**config.mk**
```make
export PLATFORM = sky130hd
export DESIGN_NAME = gray_counter_updown
export DESIGN_NICKNAME = d
export VERILOG_FILES = /design/src/rtl/gray_counter_updown.sv
export SDC_FILE = /design/constraint.sdc
export NUM_CORES = 1
export LEC_CHECK = 0
export ABC_AREA = 1
export CORE_AREA = 2 2 39 41
export CTS_BUF_LIST = sky130_fd_sc_hd__clkbuf_8
export CTS_CLUSTER_DIAMETER = 120
export DETAILED_ROUTE_END_ITERATION = 8
export DIE_AREA = 0 0 41 43
export PLACE_DENSITY = 0.72
export SLEW_MARGIN = 20
export SYNTH_ARGS = -nofsm -noshare
export SYNTH_HDL_FRONTEND = slang
export SYNTH_SLANG_ARGS = --single-unit
```
**constraint.sdc**
```tcl
create_clock -name clk -period 1.55 [get_ports clk]
set_input_delay 0.31 -clock clk [delete_from_list [all_inputs] [get_ports clk]]
set_output_delay 0.31 -clock clk [all_outputs]
set_load 0.1 [all_outputs]
```
**src/rtl/gray_counter_updown.sv**
```systemverilog
// Up/down counter with a registered Gray-code view and a binary shadow.
// Gray output changes one bit per step, so other clock domains can sample it safely.
module gray_counter_updown #(
    parameter int WIDTH = 4,
    parameter bit WRAP  = 1'b1
) (
    input  logic             clk,
    input  logic             rst_n,
    input  logic             en,
    input  logic             up,
    input  logic             load,
    input  logic [WIDTH-1:0] load_bin,
    output logic [WIDTH-1:0] gray_out,
    output logic [WIDTH-1:0] bin_out,
    output logic             wrap,
    output logic             sat
);

    localparam logic [WIDTH-1:0] MAXV = '1;
    localparam logic [WIDTH-1:0] MINV = '0;

    logic [WIDTH-1:0] nb;
    logic             nwrap;
    logic             nsat;

    // Next count plus the wrap/sat flags for this edge; load beats en.
    always_comb begin
        nb    = bin_out;
        nwrap = 1'b0;
        nsat  = sat;
        if (load) begin
            nb   = load_bin;
            nsat = 1'b0;
        end else if (en && up) begin
            if (bin_out == MAXV) begin
                if (WRAP) begin
                    nb    = MINV;
                    nwrap = 1'b1;
                    nsat  = 1'b0;
                end else begin
                    nsat = 1'b1;
                end
            end else begin
                nb   = bin_out + 1'b1;
                nsat = 1'b0;
            end
        end else if (en) begin
            if (bin_out == MINV) begin
                if (WRAP) begin
                    nb    = MAXV;
                    nwrap = 1'b1;
                    nsat  = 1'b0;
                end else begin
                    nsat = 1'b1;
                end
            end else begin
                nb   = bin_out - 1'b1;
                nsat = 1'b0;
            end
        end
    end

    // Binary and Gray registered together from the same next value.
    always_ff @(posedge clk) begin
        if (!rst_n) begin
            bin_out  <= '0;
            gray_out <= '0;
            wrap     <= 1'b0;
            sat      <= 1'b0;
        end else begin
            bin_out  <= nb;
            gray_out <= nb ^ (nb >> 1);
            wrap     <= nwrap;
            sat      <= WRAP ? 1'b0 : nsat;
        end
    end

endmodule

```
**Word level (Yosys, flattened, before mapping)**

Index checks and enable logic that the tools add are counted.

- Bits in registers: 9
- Bits of input ports: 9
- Output and inout bits: 10
- Logic and storage cells: 20

- Add/subtract/negate cells: 2
- Eq/ne operators: 1
- Multiplexer cells: 9
- Bitwise operators: 2
- Reduce and logical (&&, ||, !) cells: 3

Operator list:

| cell | count |
|---|---|
| 4-bit 2-to-1 mux | 5 |
| 4-bit by 1-bit adder with 4-bit output (second input constant) | 1 |
| 4-bit == test (second input constant) | 1 |
| 4-bit zero test | 1 |
| 1-bit 2-to-1 mux | 4 |
| 4-bit by 1-bit subtractor with 4-bit output (second input constant) | 1 |
| 4-bit by 3-bit XOR with 4-bit output | 1 |
| 2-bit OR reduction | 1 |
| 1-bit logical AND | 1 |
| 1-bit inverter | 1 |

**Longest topological paths before layout**

Gate-level depths: netlist of run 1.

- Depth in word-level cells: 6
- Mapped depth: 10
- Depth with buffers taken out: 10

**Worst setup path before layout of run 1**

Ideal clock, no wire load.

- Path type: reg-to-reg
- From: reg bin_out[0]
- To: reg gray_out[0]
- Setup time: 0.123 ns
- Arrival time: 1.922 ns
- Data required time: 1.427 ns
- Path slack: -0.494 ns
- Cell stages (with the launch flop): 10
- Path buffers: 0
- Period minus slack after synthesis: 2.044 ns
- Path through: dfxtp_1 > inv_1 > ha_1 > xor2_1 > nand2_1 > nand2_1 > nand2_2 > inv_2 > nand2_1 > a21oi_2

- Word-level cells in the longest chain between the ends: 6
- Elaborated cells between the ends (all ways): 10
- Those cells by class: add/sub (2); eq/ne (1); mux (5); bitwise (1); reduce/logical (1)

Ends and longest elaborated chain:

| element | RTL line | text |
|---|---|---|
| from (decl) | 14 | `output logic [WIDTH-1:0] bin_out,` |
| from (signal assigned) | 71 | `bin_out <= nb;` |
| 4-bit by 1-bit subtractor with 4-bit output or 4-bit zero test (tied branches) | 57, 48 |  |
| 4-bit 2-to-1 mux | 48 | `if (bin_out == MINV) begin` |
| 4-bit 2-to-1 mux | 47 | `end else if (en) begin` |
| 4-bit 2-to-1 mux (*) | 34 | `end else if (en && up) begin` |
| 4-bit 2-to-1 mux (*) | 31 | `if (load) begin` |
| 4-bit by 3-bit XOR with 4-bit output (*) | 72 | `gray_out <= nb ^ (nb >> 1);` |
| to (signal assigned) | 72 |  |
| to (decl) | 13 | `output logic [WIDTH-1:0] gray_out,` |

Mark *: on every way between the ends. The rest lies on a longest branch, timed or not.
A chain may end at the register's enable or synchronous reset.

**Final worst setup path of run 1**

- From: reg bin_out[0]
- To: reg gray_out[2]

The elaborated chain is that of the path after synthesis.

==> flow_summary.ini, run 1 <==
[placement]
io_buffers = 17
place_congestion = 0.7459
place_ws_ns = -0.1707
dp_hpwl_um = 1092

[global_routing]
grt_overflow = 0
track_usage_pct = 19.37
grt_max_degree = 9
grt_pass1_wl_um = 2242
grt_pass1_vias = 546
antenna_found_initial = 0

[power]
peakVddDrop_v = 0.0006588
finalPower_mw = 0.8778
p_per_area_mw_per_mm2 = 1004
p_leak_nw = 0.4256

[clocking]
cts_hold_buf = 0
cts_buffers = 3
cts_tree = built
h-tree-depth = 1
clock_sinks = 8
cts.clk_slew.worst_paths_ns = 0.04
clock_path_buffers = 2
cts_root_buf = clkbuf_8
clk-insertion-delay-late_ns = 0.23

[worst_setup_path]
path_max_fanout = 5
critical_path.startpoint_type = flop
max_stage_delay_ns = 0.37
slowest_stage = dfxtp_4
required_ns = 1.73
worst_path_most_repeated_cell = nand2_1
cp_cell_sequence = inv_1 > ha_1 > nand3_1 > nand2_1 > nand2_1 > nand3_2 > a21oi_1 > nand2_1 > nand2_1
cp.arrival_ns = 1.57
path_class = reg -> reg
worstSetupEndpointType = flop
path_delay_family = simple AND/OR/NAND/NOR gates
critPathBufInv = 1

[timing]
skew_ns = 0.002232
holdWs_ns = 0.6363
finalMaxSlewViolations = 0
final.period_utilization_pct = 89.98
grt_setup_unrepaired = no
fmax_mhz = 717.0
final_hold_viol_count = 0
period_needed_ns = 1.395
fin_ws_ns = 0.1553
finalSetupViolCount = 0

[floorplanning]
ios = 19
start_util_pct = 38.34
core_area_sq_mm = 0.001384
dieWidth_um = 41
rows = 14
die_area_sq_mm = 0.001763
die_h_um = 43

[synth]
synthXorXnorAreaFrac_pct = 1.651
synth_top_family_by_area = simple AND/OR/NAND/NOR gates
synthCells = 81
seq_area_frac_synth_pct = 30.19
synth_common_cells = nand2_1, nor2_1, dfxtp_1, inv_1, nand3_1
yosysWarnings = 0
synth_edf_count = 0
yosysMostFrequentCell = nand2_1
ys_types = 21
synth_compound_area_share_pct = 8.726
synth_fa_ha_area_share_pct = 4.717
syn-num-nets = 92
async_flop_share_pct = 0
synth_area_leaders = dfxtp_1, nand2_1, nor2_1, nand3_1, nand3_2
synth_seq_cells = 8
synth_flop_cell = dfxtp_1
synth_area_sq_um = 530.5
yosysTopAreaCell = dfxtp_1
synth_mux_area_share_pct = 0
netlist.area_leader.share_pct = 30.19
syn_area_per_cell_sq_um = 6.549
synth_simple_gate_area_share_pct = 44.81

[layout]
fillerInstances = 123
n_antenna_cell = 0
drive_above_1_share_pct = 28.43
post-route-util_pct = 63.20
nNetsFinal = 115
area_growth_pct = 64.86

[flow_run]
maxCapViolations = 0

[detailed_routing]
vias_per_cell = 4.788
ant_nets = 0
drt_iter0_drc = 11
wirelength_um = 1288
wl_per_cell_um = 10.92
dr.pass1.iters = 4
vias = 565
drt_drc_violations_left = 0

[status]
status = finished, final reports clean

[worst_hold_path]
min_path_type = in -> reg
## tightest hold or removal path, delay by kind of cell
kind	cells	cell delay (ns)
buf+inv	1	0.19
simple gates	5	0.33
## cell type report
class	count	area (sq um)	share of cell area [%]
multi-input combinational	62	321.6	36.77
inverter	9	33.78	3.863
clock buffer	3	41.29	4.721
tap	16	20.02	2.289
timing repair buffer	20	287.8	32.90
sequential	8	170.2	19.46
## cells by family after synthesis
kind of cell    after synthesis
simple gates                 50
flops                         8
buf+inv                      11
fa+ha+maj                     2
compound gates                8
xor+xnor                      1
other cells                   1
## what timing repair did
item                       4_1_cts  5_1_grt
resized for setup                0        3
buffers inserted                 0        0
setup endpoints to repair        0        4
## registers in the layout, summed over array words and instances (netlist names)
name      flops
gray_out      4
bin_out       3
wrap          1
## stage by stage
stage | area (sq um) | std cells | TNS (ns)
6_report | 874.6 | 118 | 0
3_5_place_dp | 828.3 | 115 | -0.6195
3_3_place_gp | 828.3 | 115 | -0.3422
2_1_floorplan | 540.5 | 81 | 0
4_1_cts | 869.6 | 118 | 0
5_1_grt | 874.6 | 118 | 0
## worst paths after layout
kind              startpoint           to  slack, ns  cells after the start
setup / recovery  bin_out[0]  gray_out[2]       0.16                      9
setup reg to reg  bin_out[0]  gray_out[2]       0.16                      9
hold reg to reg   bin_out[2]   bin_out[2]       0.72                      4
hold / removal            en  gray_out[1]       0.64                      6
## routing by layer
layer / GRT usage [%] / wire [um] / vias up
li1: - / - / 294
met1: 23.53 / 523 / 255
met2: 29.06 / 679 / 11
met3: 3.141 / 44 / 5
met4: 14.00 / 41 / 0
met5: 0 / 0 / -
## cell usage in the layout (no fill, tap or decap)
master,count
dfxtp_2,2
buf_12,9
nor2_2,2
a21oi_2,1
conb_1,1
nand2_1,24
buf_4,3
dfxtp_4,2
ha_1,2
nand3b_1,1
nor2_4,1
nand2_2,2
nand3_2,3
dlymetal6s2s_1,2
or2_0,1
a21boi_1,1
clkdlybuf4s50_1,6
clkbuf_8,3
xor2_1,1
o21ai_0,1
dfxtp_1,4
inv_2,1
o21ai_1,1
nand3_1,6
inv_1,8
a21oi_1,4
nor2_1,10
## report_power, final
part	switching [mW]	total, mW	internal (mW)
sequential	0.0268	0.253	0.226
clock	0.0810	0.249	0.168
combinational	0.239	0.376	0.137
total	0.347	0.878	0.531
(Power assumes the default switching activity.)
==> run 2, diff against run 1 <==
- CTS_CLUSTER_DIAMETER: 120 -> 40
==> results of run 2 <==
The final DEF is identical to that of run 1; final timing and power are the same.
==> run 3, diff against run 2 <==
- SLEW_MARGIN: 20 -> 5
==> results of run 3 <==
The final DEF is identical to that of run 1; final timing and power are the same.
